File: src/rtl/acc_update_sequencer_if.sv
// rtl/acc_update_sequencer_if.sv - handshake bundle between the accumulator-update sequencer and its engines
//
// Purpose: groups the request/completion inputs and the phase-control outputs
// of acc_update_sequencer so they travel as one port.
// Signals:
//   start_in, iter_count       run request and iteration count
//   intt_done, ntt_done        engine completion indications
//   busy, done                 run status
//   intt_start, ntt_start      one-cycle engine start pulses
//   wr_en, wr_cycle            INTT-to-NTT writeaway enable and cycle index
//   mac_en                     key multiply/accumulate enable
//   iter_idx                   index of the active iteration
// Modports: slave = sequencer side, master = requester/engine side.
interface acc_update_sequencer_if #(
  parameter int ITER_WIDTH = 10,
  parameter int NTT_NUMBER = 4,
  parameter int CW         = 6
);
  logic                  start_in;
  logic [ITER_WIDTH-1:0] iter_count;
  logic                  intt_done;
  logic [NTT_NUMBER-1:0] ntt_done;
  logic                  busy;
  logic                  intt_start;
  logic                  ntt_start;
  logic                  wr_en;
  logic [CW-1:0]         wr_cycle;
  logic                  mac_en;
  logic [ITER_WIDTH-1:0] iter_idx;
  logic                  done;

  modport slave (
    input  start_in, iter_count, intt_done, ntt_done,
    output busy, intt_start, ntt_start, wr_en, wr_cycle, mac_en, iter_idx, done
  );

  modport master (
    output start_in, iter_count, intt_done, ntt_done,
    input  busy, intt_start, ntt_start, wr_en, wr_cycle, mac_en, iter_idx, done
  );
endinterface

File: src/rtl/acc_update_sequencer.sv
// rtl/acc_update_sequencer.sv - phase sequencer for the accumulator-update loop
//
// Purpose: runs iter_count iterations of INTT -> writeaway drain -> NTT lanes
// -> key multiply/accumulate, issuing engine start pulses and phase enables.
// Ports:
//   clk    rising-edge clock
//   reset  synchronous active-high reset
//   bus    acc_update_sequencer_if.slave (requests/completions in, phase
//          control and status out)
// All outputs are decoded from registered state and counter only.
module acc_update_sequencer #(
  parameter int RING_DEPTH  = 10,
  parameter int PE_DEPTH    = 3,
  parameter int NTT_NUMBER  = 4,
  parameter int STAGE_DELAY = 8,
  parameter int ITER_WIDTH  = 10
) (
  input  logic                 clk,
  input  logic                 reset,
  acc_update_sequencer_if.slave bus
);
  localparam int RING_SIZE = 1 << RING_DEPTH;
  localparam int XFER      = RING_SIZE >> (PE_DEPTH + 1);
  localparam int L         = XFER + STAGE_DELAY;
  localparam int CW        = RING_DEPTH - PE_DEPTH - 1;
  localparam int CNT_W     = CW + 4;

  localparam logic [CNT_W-1:0] XFER_C = CNT_W'(XFER);
  localparam logic [CNT_W-1:0] LAST_C = CNT_W'(L - 1);

  typedef enum logic [2:0] {
    IDLE,
    INTT_RUN,
    DRAIN,
    NTT_RUN,
    MAC,
    DONE
  } state_t;

  state_t                state, state_nxt;
  logic [CNT_W-1:0]      cntr, cntr_nxt;
  logic [NTT_NUMBER-1:0] seen, seen_nxt;
  logic [ITER_WIDTH-1:0] iter_idx, iter_idx_nxt;
  logic [ITER_WIDTH-1:0] iter_total, iter_total_nxt;

  logic                  first_cycle;
  logic                  last_iter;
  logic [NTT_NUMBER-1:0] lanes_done;

  logic                  busy_d;
  logic                  intt_start_d;
  logic                  ntt_start_d;
  logic                  wr_en_d;
  logic [CW-1:0]         wr_cycle_d;
  logic                  mac_en_d;
  logic                  done_d;

  always_ff @(posedge clk) begin
    if (reset) begin
      state      <= IDLE;
      cntr       <= '0;
      seen       <= '0;
      iter_idx   <= '0;
      iter_total <= '0;
    end else begin
      state      <= state_nxt;
      cntr       <= cntr_nxt;
      seen       <= seen_nxt;
      iter_idx   <= iter_idx_nxt;
      iter_total <= iter_total_nxt;
    end
  end

  always_comb begin
    state_nxt      = state;
    cntr_nxt       = cntr;
    seen_nxt       = seen;
    iter_idx_nxt   = iter_idx;
    iter_total_nxt = iter_total;

    // In the two wait states cntr is parked at 1 after the entry cycle, so
    // cntr==0 marks the start-pulse cycle in which completions are ignored.
    first_cycle = (cntr == '0);
    last_iter   = (iter_idx == iter_total - ITER_WIDTH'(1));
    lanes_done  = seen | bus.ntt_done;

    busy_d       = (state != IDLE);
    intt_start_d = (state == INTT_RUN) && first_cycle;
    ntt_start_d  = (state == NTT_RUN) && first_cycle;
    wr_en_d      = (state == DRAIN) && (cntr < XFER_C);
    wr_cycle_d   = wr_en_d ? cntr[CW-1:0] : '0;
    mac_en_d     = (state == MAC) && (cntr < XFER_C);
    done_d       = (state == DONE);

    case (state)
      IDLE: begin
        if (bus.start_in) begin
          iter_total_nxt = bus.iter_count;
          iter_idx_nxt   = '0;
          cntr_nxt       = '0;
          state_nxt      = (bus.iter_count == '0) ? DONE : INTT_RUN;
        end
      end
      INTT_RUN: begin
        cntr_nxt = CNT_W'(1);
        if (!first_cycle && bus.intt_done) begin
          cntr_nxt  = '0;
          state_nxt = DRAIN;
        end
      end
      DRAIN: begin
        if (cntr == LAST_C) begin
          cntr_nxt  = '0;
          state_nxt = NTT_RUN;
        end else begin
          cntr_nxt = cntr + CNT_W'(1);
        end
      end
      NTT_RUN: begin
        cntr_nxt = CNT_W'(1);
        if (first_cycle) begin
          // seen still holds the previous iteration's lanes here
          seen_nxt = '0;
        end else begin
          seen_nxt = lanes_done;
          if (&lanes_done) begin
            cntr_nxt  = '0;
            state_nxt = MAC;
          end
        end
      end
      MAC: begin
        if (cntr == LAST_C) begin
          cntr_nxt = '0;
          if (last_iter) begin
            state_nxt = DONE;
          end else begin
            iter_idx_nxt = iter_idx + ITER_WIDTH'(1);
            state_nxt    = INTT_RUN;
          end
        end else begin
          cntr_nxt = cntr + CNT_W'(1);
        end
      end
      DONE: begin
        state_nxt = IDLE;
      end
      default: begin
        state_nxt = IDLE;
      end
    endcase
  end

  assign bus.busy       = busy_d;
  assign bus.intt_start = intt_start_d;
  assign bus.ntt_start  = ntt_start_d;
  assign bus.wr_en      = wr_en_d;
  assign bus.wr_cycle   = wr_cycle_d;
  assign bus.mac_en     = mac_en_d;
  assign bus.done       = done_d;
  assign bus.iter_idx   = iter_idx;
endmodule

File: src/flat_wrapper.sv
// flat-port wrapper written by rule: the top's interface ports become plain ports
module acc_update_sequencer_flat 
#(
  parameter int RING_DEPTH  = 10,
  parameter int PE_DEPTH    = 3,
  parameter int NTT_NUMBER  = 4,
  parameter int STAGE_DELAY = 8,
  parameter int ITER_WIDTH  = 10
)
  (clk, reset, bus_start_in, bus_iter_count, bus_intt_done, bus_ntt_done, bus_busy, bus_intt_start, bus_ntt_start, bus_wr_en, bus_wr_cycle, bus_mac_en, bus_iter_idx, bus_done);
  acc_update_sequencer_if #(.ITER_WIDTH(ITER_WIDTH), .NTT_NUMBER(NTT_NUMBER)) bus_i ();
  input  logic clk;
  input  logic reset;
  input wire logic [$bits(bus_i.start_in)-1:0] bus_start_in;
  input wire logic [$bits(bus_i.iter_count)-1:0] bus_iter_count;
  input wire logic [$bits(bus_i.intt_done)-1:0] bus_intt_done;
  input wire logic [$bits(bus_i.ntt_done)-1:0] bus_ntt_done;
  output wire logic [$bits(bus_i.busy)-1:0] bus_busy;
  output wire logic [$bits(bus_i.intt_start)-1:0] bus_intt_start;
  output wire logic [$bits(bus_i.ntt_start)-1:0] bus_ntt_start;
  output wire logic [$bits(bus_i.wr_en)-1:0] bus_wr_en;
  output wire logic [$bits(bus_i.wr_cycle)-1:0] bus_wr_cycle;
  output wire logic [$bits(bus_i.mac_en)-1:0] bus_mac_en;
  output wire logic [$bits(bus_i.iter_idx)-1:0] bus_iter_idx;
  output wire logic [$bits(bus_i.done)-1:0] bus_done;
  assign bus_i.start_in = bus_start_in;
  assign bus_i.iter_count = bus_iter_count;
  assign bus_i.intt_done = bus_intt_done;
  assign bus_i.ntt_done = bus_ntt_done;
  assign bus_busy = bus_i.busy;
  assign bus_intt_start = bus_i.intt_start;
  assign bus_ntt_start = bus_i.ntt_start;
  assign bus_wr_en = bus_i.wr_en;
  assign bus_wr_cycle = bus_i.wr_cycle;
  assign bus_mac_en = bus_i.mac_en;
  assign bus_iter_idx = bus_i.iter_idx;
  assign bus_done = bus_i.done;
  acc_update_sequencer #(.RING_DEPTH(RING_DEPTH), .PE_DEPTH(PE_DEPTH), .NTT_NUMBER(NTT_NUMBER), .STAGE_DELAY(STAGE_DELAY), .ITER_WIDTH(ITER_WIDTH)) u_core (.clk(clk), .reset(reset), .bus(bus_i));
endmodule
File: config.mk
export PLATFORM = sky130hd
export DESIGN_NAME = acc_update_sequencer_flat
export DESIGN_NICKNAME = d
export VERILOG_FILES = /design/src/rtl/acc_update_sequencer_if.sv /design/src/rtl/acc_update_sequencer.sv /design/src/flat_wrapper.sv
export SDC_FILE = /design/constraint.sdc
export NUM_CORES = 1
export LEC_CHECK = 0
export ABC_CLOCK_PERIOD_IN_PS = 2600
export CAP_MARGIN = 20
export CORE_ASPECT_RATIO = 2
export CORE_UTILIZATION = 44
export CTS_CLUSTER_SIZE = 40
export DETAILED_ROUTE_END_ITERATION = 12
export GPL_ROUTABILITY_DRIVEN = 0
export PLACE_DENSITY = 0.77
export SLEW_MARGIN = 5
export SYNTH_ARGS = -nofsm -noshare
export SYNTH_HDL_FRONTEND = slang
export SYNTH_SLANG_ARGS = --single-unit
export TNS_END_PERCENT = 5
File: constraint.sdc
create_clock -name clk -period 2.6 [get_ports clk]
set_input_delay 0.39 -clock clk [delete_from_list [all_inputs] [get_ports clk]]
set_output_delay 0.39 -clock clk [all_outputs]
set_load 0.02 [all_outputs]
==> summary.md, run 1 <==
| Metric | Value |
|---|---|
| Drt pass-1 iters | 4 |
| Seq/Total Area, Yosys | 0.325 |
| Nets@finish | 368 |
| Post-route ant nets | 0 |
| Final Slew Violations | 0 |
| Routed vias | 2305 |
| Row cnt | 36 |
| FMAX | 0.405 GHz |
| Initial DRC Count | 74 |
| Syn Inst Count | 300 |
| WL/cell | 15.0 um |
| Vias in the first global route | 2216 |
| Chip Height | 104 um |
| Max clock buf depth | 2 |
| Yosys top cell area share | 0.325 |
| First-pass GRT wire length | 9.87 mm |
| Clk_lat worst skew | 0.29 ns |
| Layout cells sized above 1 | 0.0838 |
| Critical path endpoint category | output pin |
| Top post-synthesis cells by area | dfxtp_1, nand2_1, a21oi_1 |
| Buffers added on ports | 39 |
| Final wirelength | 6.03 mm |
| Total global routing track utilization | 0.239 |
| Comb power frac | 0.442 |
| Critical Path AT | 2.08 ns |
| ANT cells | 0 |
| Synth unique cells | 52 |
| Yosys Warn Count | 0 |
| Clock-pin slew on the worst setup and hold paths | 0.07 ns |
| Max Cap Viol | 0 |
| Worst-path maximum fanout | 7 |
| Post-Route Setup TNS | 0 ns |
| Core Region | 4910 sq um |
| Synth top cells by count | nand2_1, dfxtp_1, nor2_1, a21oi_1 |
| Syn Std Cell Area | 2280 sq um |
| Hold Fails Final Rpt | 0 |
| Kind of critical path | register to output pin |
| CTS Sinks | 37 |
| Hold crit path type | register to register |
| Post-DP HPWL | 4.71 mm |
| Initial antenna violation count | 0 |
| Worst slew pin tran | 0.625 ns |
| Syn Area/Cell | 7.59 sq um |
| H-tree depth | 2 |
| Global route overflow | 0 |
| Post-synth top flop | dfxtp_1 |
| Layout Skew | 0.00810 ns |
| Slew HR | 0.582 |
| Vias/cell | 5.72 |
| Worst Setup Slack, final | 0.129 ns |
| RSZ-0062 raised after global routing | false |
| Final hold slack | 0.479 ns |
| Internal | 1230 uW |
| Finished Cell Area | 2850 sq um |
| Final min period | 2.47 ns |
| Part of the power in the clock network | 0.203 |
| DIE WIDTH | 52.9 um |
| Worst EP required | 2.21 ns |
| Synth Net Count | 322 |
| Layout area overhead | 25.3% |
| Inserted Clock Buffers | 5 |
| Count leader, synth | nand2_1 |
| Largest net degree at the start of global routing | 33 |
| Post-route DRC violation count | 0 |
| Cts hold-fix bufs | 0 |
| Number of I/O pins | 40 |
| DP Area | 2780 sq um |
| Post-place setup slack | 0.0571 ns |
| Die ar. | 5480 sq um |
| Tcrit/Tclk final | 0.950 |
| Pwr dens | 712 nW/um^2 |
| Fraction of registers with async set/reset | 0 |
| Pleak | 0.00119 uW |
| CTS tree | built |
| #FFs+latches synth | 37 |
| Setup violators final | 0 |
| Status | complete, no violations |
| Startpoint Class | register |
| Reg power frac | 0.354 |
| Largest area contributor in the synthesized netlist | dfxtp_1 |
| Initial Util | 0.464 |
| Sw Ratio | 0.393 |
| Worst vdd ir | 0.000599 V |
| Total power | 2030 uW |
| Total net switching power | 797 uW |
| Clock Tree Root | clkbuf_8 |
| EDFF count, synth | 0 |
## area by class of cell
type                    count  area, sq um
clock buffers               7         86.3
fillers                   465         2060
inverters                  10         37.5
multi-input cells         239         1440
flip-flops and latches     37          741
well taps                  57         71.3
repair buffers             53          480
## flip-flops by register name, summed over array words and instances (netlist names)
| name | count |
|---|---|
| u_core.bus.iter_idx | 10 |
| u_core.cntr | 10 |
| u_core.iter_total | 10 |
| u_core.state | 3 |
| u_core.seen | 4 |
## power by group through the flow
stage,registers [uW],clock network [uW],logic (uW)
2_1_floorplan,687,0,661
3_3_place_gp,728,0,890
3_5_place_dp,730,0,910
4_1_cts,717,417,902
5_1_grt,731,442,990
6_report,720,413,899
## worst max-delay path: stages, from the launching register on
cell and delay [ns]:
dfxtp_1 0.33, or4_1 0.60, nor4_1 0.22, buf_4 0.19, and2_1 0.12, dlygate4sd2_1 0.33
## stage by stage
step,util,std cells
3_3_place_gp,0.567,396
4_1_cts,0.582,403
6_report,0.581,403
2_1_floorplan,-,300
3_5_place_dp,0.567,396
5_1_grt,0.581,403
## cells in the final DEF, fill, tap and decap left out, types with 9 or more instances in the layout
master / netlist / layout
a21oi_1: 23 / 23
clkdlybuf4s50_1: 0 / 30
dfxtp_1: 37 / 37
xor2_1: 9 / 9
nor2_1: 27 / 27
inv_1: 9 / 9
and2_1: 10 / 10
nand2_1: 52 / 52
nand3_1: 11 / 11
buf_4: 0 / 14
## worst paths after layout
check,start,to,slack [ns],cells past startpoint
setup / recovery,u_core.cntr[9],bus_wr_cycle[4],0.13,5
hold / removal,u_core.seen[0],u_core.seen[0],0.48,2
setup reg to reg,u_core.iter_total[1],u_core.bus.iter_idx[1],0.17,7
hold reg to reg,u_core.seen[0],u_core.seen[0],0.48,2
## logic make-up after synthesis
| logic type | synth area share |
|---|---|
| DFF | 0.325 |
| buffers and inverters | 0.0439 |
| AOI/OAI and AO/OA | 0.171 |
| xor gates and xnor gates | 0.0571 |
| and+or+nand+nor | 0.349 |
| adders and majority gates | 0.0220 |
| muxes | 0.0313 |
## repair_timing
action | CTS | global route
gates cloned | 0 | 0
buffers inserted | 0 | 0
setup endpoints to repair | 9 | 1
gates resized for setup | 9 | 3
## layer usage
metal  vias up  global-route usage  routed length, um
met1      1071               0.235               2210
met3        20              0.0250                149
met2        56               0.442               3430
met5         -                   0                  0
li1       1158                   -                  -
met4         0               0.141                234
Power figures use the tool's default switching activity.
==> inputs of run 2 (changes only) <==
- CORE_MARGIN: default -> 2
- TNS_END_PERCENT: 5 -> 100
==> run 2 against run 1 <==
Effect of this change: register-to-register slack worse by 0.02 ns; final cell count is 0.99% lower; die area is 5.8% higher; setup slack better by 0.023 ns; hold slack worse by 0.0019 ns; highest routed layer unchanged; critical path type is now register to register.
==> summary.md, run 2 (synthesis gave the netlist of run 1 again) <==
| Metric | Value |
|---|---|
| Initial antenna violation count | 0 (unchanged) |
| Comb power frac | 0.427 (-0.015) |
| Chip Height | 106 um (+1.9%) |
| Initial Util | 0.451 (-0.0125) |
| CTS Sinks | 37 (unchanged) |
| Post-route DRC violation count | 0 (unchanged) |
| Pleak | 0.00118 uW (-0.69%) |
| Post-Route Setup TNS | 0 ns (unchanged) |
| Startpoint Class | register |
| Vias/cell | 5.71 (about the same) |
| Number of I/O pins | 40 (unchanged) |
| Worst slew pin tran | 0.621 ns (-0.00429 ns) |
| Critical path endpoint category | register |
| Reg power frac | 0.356 (+0.002) |
| Vias in the first global route | 2147 (-3.1%) |
| Layout area overhead | 24.8% |
| Internal | 1250 uW (+0.99%) |
| Final Slew Violations | 0 (unchanged) |
| Global route overflow | 0 (unchanged) |
| Buffers added on ports | 39 (unchanged) |
| FMAX | 0.408 GHz (+0.93%) |
| Routed vias | 2280 (-1.1%) |
| Worst-path maximum fanout | 10 (+3) |
| Layout Skew | 0.00576 ns (-0.00234 ns) |
| Tcrit/Tclk final | 0.942 (-0.00880) |
| Initial DRC Count | 54 (-27%) |
| Worst EP required | 2.79 ns (+0.58 ns) |
| Slew HR | 0.584 (+0.00287) |
| Sw Ratio | 0.388 (-0.00495) |
| Cts hold-fix bufs | 0 (unchanged) |
| Worst path top cell family by delay | simple AND/OR/NAND/NOR gates |
| Worst R2R End | u_core.bus.iter_idx[3] |
| Core Region | 5050 sq um (+2.8%) |
| ANT cells | 0 (unchanged) |
| Clock Tree Root | clkbuf_8 |
| Part of the power in the clock network | 0.217 (+0.014) |
| RSZ-0062 raised after global routing | false |
| Most frequent CP cell | or4_4 |
| Nets@finish | 362 (-1.6%) |
| Post-DP HPWL | 4.04 mm (-14%) |
| Critical Path AT | 2.64 ns (+0.56 ns) |
| Final min period | 2.45 ns (-0.0229 ns) |
| Max Cap Viol | 0 (unchanged) |
| Critical path's largest stage delay | 0.56 ns (-0.04 ns) |
| Worst hold stages | 2 (unchanged) |
| R2R Path Start | u_core.iter_total[0] |
| Crit-path slowest cell | or4_4 |
| Total global routing track utilization | 0.207 (-0.0322) |
| H-tree depth | 2 (unchanged) |
| Commonest non-fill, non-tap cells in the layout | nand2_1, dfxtp_1, clkdlybuf4s50_1 |
| Hold EP | u_core.seen[3] |
| Post-place setup slack | 0.144 ns (+0.0871 ns) |
| Total net switching power | 789 uW (-1.1%) |
| Clk_lat worst skew | 0.29 ns (about the same) |
| CP cell instances | or4_4 -> or4_4 -> xnor2_2 -> nor2b_1 -> a41oi_4 -> and3_1 -> o21a_1 |
| Max clock buf depth | 2 (unchanged) |
| R2R setup slack | 0.15 ns (-0.02 ns) |
| Final wirelength | 5.36 mm (-11%) |
| HP Start | u_core.seen[3] |
| Worst Setup Slack, final | 0.152 ns (+0.0229 ns) |
| Kind of critical path | register to register |
| First-pass GRT wire length | 9.29 mm (-5.9%) |
| Cells on worst reg2reg path | 7 (unchanged) |
| Buf+Inv Stages, Crit Path | 0 (-2) |
| CTS tree | built |
| DIE WIDTH | 54.9 um (+3.8%) |
| Post-route ant nets | 0 (unchanged) |
| Largest regs | u_core.bus.iter_idx x10, u_core.cntr x10, u_core.iter_total x10 |
| Pwr dens | 716 nW/um^2 (+0.56%) |
| FILL cells | 473 (+1.7%) |
| Setup violators final | 0 (unchanged) |
| Largest net degree at the start of global routing | 33 (unchanged) |
| Final hold slack | 0.477 ns (-0.00193 ns) |
| Clock-pin slew on the worst setup and hold paths | 0.07 ns (about the same) |
| Drt pass-1 iters | 4 (unchanged) |
| Die ar. | 5800 sq um (+5.8%) |
| Hold crit path type | register to register |
| Status | complete, no violations |
| WL/cell | 13.4 um (-10%) |
| Inserted Clock Buffers | 5 (unchanged) |
| Row cnt | 37 (+2.8%) |
| Commonest non-fill, non-tap cell in the layout | nand2_1 |
| Hold Fails Final Rpt | 0 (unchanged) |
| Layout cells sized above 1 | 0.0792 (-0.00464) |
| Worst vdd ir | 0.000620 V (+3.4%) |
-- run 2: how the worst max path moves through the flow --
stage / from / end / slack [ns] / depth (start not counted)
after floorplan: u_core.cntr[6] / bus_wr_cycle[0] / 0.09 / 3
after global placement: u_core.cntr[9] / bus_intt_start / 0.13 / 4
after detailed placement: u_core.cntr[9] / bus_wr_cycle[2] / 0.14 / 5
after CTS: u_core.cntr[9] / bus_wr_en / 0.02 / 4
after global routing: u_core.iter_total[0] / u_core.bus.iter_idx[3] / 0.005 / 9
final: u_core.iter_total[0] / u_core.bus.iter_idx[3] / 0.15 / 7
-- run 2: repair_timing --
item,CTS,global route
endpoints found under the hold margin,0,0
resized for setup,9,5
setup endpoints to repair,9,3
setup buffers,0,0
gates cloned,0,0
pin swaps,0,0
-- run 2: final cells by class --
| cell class | instances | area, sq um | area share |
|---|---|---|---|
| sequential | 37 | 741 | 0.261 |
| multi-input combinational | 239 | 1450 | 0.510 |
| clock buffer | 7 | 96.3 | 0.0339 |
| inverter | 10 | 37.5 | 0.0132 |
| clock inverter | 1 | 5.00 | 0.00176 |
| timing repair buffer | 47 | 439 | 0.155 |
| tap | 58 | 72.6 | 0.0255 |
-- run 2: power by group through the flow --
stage | registers [uW] | logic, uW | clock network, uW
CTS | 722 | 877 | 453
global route | 741 | 965 | 473
finish | 724 | 868 | 442
floorplan | 687 | 661 | 0
detailed placement | 733 | 878 | 0
global placement | 728 | 847 | 0
-- run 2: worst reg2reg max path, stage by stage, from the launching register on --
cell	delay, ns
dfxtp_1	0.37
or4_4	0.56
or4_4	0.44
xnor2_2	0.15
nor2b_1	0.21
a41oi_4	0.23
and3_1	0.24
o21a_1	0.16
-- run 2: routing by layer --
layer  track usage  share of wire
met2         0.344           0.52
met4        0.0643          0.013
met1         0.264           0.43
met5             0              0
met3        0.0297          0.038
-- run 2: stage by stage --
stage	util	total power, uW	instances	cell area, sq um
2_1_floorplan	-	1350	300	2280
3_3_place_gp	0.543	1580	391	2740
3_5_place_dp	0.543	1610	391	2740
4_1_cts	0.562	2050	399	2840
5_1_grt	0.563	2180	399	2840
6_report	0.563	2030	399	2840
==> inputs of run 3 (changes only) <==
- DONT_BUFFER_PORTS: default -> 1
- PLACE_DENSITY: 0.77 -> 0.67
- SETUP_SLACK_MARGIN: default -> 0.4
==> run 3 against run 2 <==
Effect of this change: sequential power is 1% higher; critical endpoint is now u_core.bus.iter_idx[6]; register-to-register slack better by 0.11 ns; clock-buffer cell count is 1 lower; first-iteration DRC count is 28% higher; die area stayed put; combinational power is 1% lower; clock skew is 0.00078 ns higher; utilization is 5.2 points lower; sequential cell count stayed put; highest routed layer unchanged; cell area is 9.3% lower.
==> summary.md, run 3 (synthesis gave the netlist of run 1 again) <==
| Metric | Value |
|---|---|
| Status | complete, no violations |
| Vias in the first global route | 1993 (-7.2%) |
| CTS Sinks | 37 (unchanged) |
| Pleak | 0.00104 uW (-12%) |
| H-tree depth | 2 (unchanged) |
| Final min period | 2.34 ns (-0.108 ns) |
| Vias/cell | 5.94 (+3.9%) |
| Critical path endpoint category | register |
| Max clock buf depth | 2 (unchanged) |
| Commonest non-fill, non-tap cells in the layout | nand2_1, dfxtp_1, nor2_1 |
| Kind of critical path | register to register |
| Total global routing track utilization | 0.202 (-0.00531) |
| Core Region | 5050 sq um (unchanged) |
| Clock-pin slew on the worst setup and hold paths | 0.08 ns (about the same) |
| Buffers added on ports | 0 (-100%) |
| R2R setup slack | 0.26 ns (+0.11 ns) |
| FILL cells | 495 (+4.7%) |
| Chip Height | 106 um (unchanged) |
| Final wirelength | 5.61 mm (+4.6%) |
| WL met2 | 2.77 mm (+0.11%) |
| RSZ-0062 raised after global routing | true |
| Startpoint Class | register |
| Sw Ratio | 0.406 (+0.0184) |
| Drt pass-1 iters | 4 (unchanged) |
| Initial antenna violation count | 0 (unchanged) |
| Worst slew pin tran | 0.656 ns (+0.0355 ns) |
| Row cnt | 37 (unchanged) |
| Post-route ant nets | 0 (unchanged) |
| Internal | 1180 uW (-5.3%) |
| CTS tree | built |
| Initial Util | 0.451 (unchanged) |
| Nets@finish | 329 (-9.1%) |
| Fin util | 0.511 (-0.0523) |
| Setup violators final | 0 (unchanged) |
| Clk_lat worst skew | 0.29 ns (about the same) |
| Total routed wire length on the met1 layer | 2.50 mm (+7.8%) |
| Part of the power in the clock network | 0.199 (-0.018) |
| Worst vdd ir | 0.000632 V (+2.0%) |
| FMAX | 0.427 GHz (+4.6%) |
| Post-DP HPWL | 3.96 mm (-2.0%) |
| Initial DRC Count | 69 (+28%) |
| Inserted Clock Buffers | 5 (unchanged) |
| Pwr dens | 771 nW/um^2 (+7.7%) |
| Hold Fails Final Rpt | 0 (unchanged) |
| Largest regs | u_core.bus.iter_idx x10, u_core.cntr x10, u_core.iter_total x10 |
| Hold crit path type | primary input to register |
| First-pass GRT wire length | 8.99 mm (-3.3%) |
| Comb power frac | 0.432 (+0.005) |
| Total net switching power | 807 uW (+2.3%) |
| Highest metal used | met4 |
| Final Slew Violations | 0 (unchanged) |
| Tcrit/Tclk final | 0.900 (-0.0417) |
| Clock Tree Root | clkbuf_8 |
| Post-route DRC violation count | 0 (unchanged) |
| Commonest non-fill, non-tap cell in the layout | nand2_1 |
| Post-Route Setup TNS | 0 ns (unchanged) |
| Global route overflow | 0 (unchanged) |
| DIE WIDTH | 54.9 um (unchanged) |
| Slew HR | 0.561 (-0.0237) |
| Layout area overhead | 13.2% |
| Reg power frac | 0.369 (+0.013) |
| Routed vias | 2173 (-4.7%) |
| WL/cell | 15.3 um (+14%) |
| Worst EP required | 2.78 ns (about the same) |
| ANT cells | 0 (unchanged) |
| Max Cap Viol | 0 (unchanged) |
| Critical Path AT | 2.52 ns (-0.12 ns) |
| DR WL met3 | 279 um (+39%) |
| Layout cells sized above 1 | 0.162 (+0.0832) |
| Layout Skew | 0.00654 ns (+0.000785 ns) |
| Die ar. | 5800 sq um (unchanged) |
| Worst-path maximum fanout | 10 (unchanged) |
| Largest net degree at the start of global routing | 34 (+3.0%) |
| Number of I/O pins | 40 (unchanged) |
[run 3: final timing paths]
kind	startpoint	endpoint	cells past startpoint
min	reset	u_core.iter_total[0]	1
min reg2reg	u_core.iter_total[9]	u_core.iter_total[9]	2
max reg2reg	u_core.iter_total[0]	u_core.bus.iter_idx[6]	7
max	u_core.iter_total[0]	u_core.bus.iter_idx[6]	7
[run 3: final cells by class]
| class | count | area (sq um) | area share |
|---|---|---|---|
| timing repair buffer | 14 | 105 | 0.0408 |
| clock buffer | 6 | 72.6 | 0.0282 |
| sequential | 37 | 752 | 0.292 |
| inverter | 10 | 37.5 | 0.0146 |
| clock inverter | 2 | 10.0 | 0.00388 |
| multi-input combinational | 239 | 1530 | 0.593 |
| tap | 58 | 72.6 | 0.0282 |
[run 3: worst max-delay path, stage by stage, from the launching register on]
cell     delay, ns
dfxtp_4       0.35
or4_4         0.53
or4_4         0.44
xnor2_2       0.17
nor2b_2       0.07
a41oi_4       0.36
nand4_1       0.16
mux2i_1       0.15
[run 3: routing by layer]
metal / up-vias / track usage
li1: 1080 / -
met1: 1029 / 0.270
met2: 58 / 0.319
met3: 6 / 0.0411
met4: 0 / 0.0536
met5: - / 0
[run 3: stage by stage]
| stage | instance area [sq um] | instances | hold WS, ns | worst slack [ns] | power [uW] |
|---|---|---|---|---|---|
| floorplan | 2300 | 300 | 0.437 | 0.364 | 1360 |
| global placement | 2360 | 351 | 0.450 | 0.287 | 1500 |
| detailed placement | 2360 | 351 | 0.457 | 0.228 | 1530 |
| CTS | 2510 | 362 | 0.151 | 0.252 | 1970 |
| global route | 2580 | 366 | 0.150 | 0.111 | 2120 |
| finish | 2580 | 366 | 0.160 | 0.260 | 1990 |
[run 3: power by group through the flow]
| stage | logic, uW | clock network, uW | registers [uW] |
|---|---|---|---|
| floorplan | 676 | 0 | 689 |
| global placement | 770 | 0 | 734 |
| detailed placement | 791 | 0 | 740 |
| CTS | 839 | 400 | 727 |
| global route | 957 | 419 | 745 |
| finish | 858 | 395 | 734 |
[run 3: repair_timing]
action | 4_1_cts | 5_1_grt
endpoints found under the hold margin | 0 | 0
gates resized for setup | 7 | 16
endpoints found under the setup margin | 20 | 22
setup buffers | 3 | 4
hold buffers | 0 | 0
pin swaps | 5 | 3
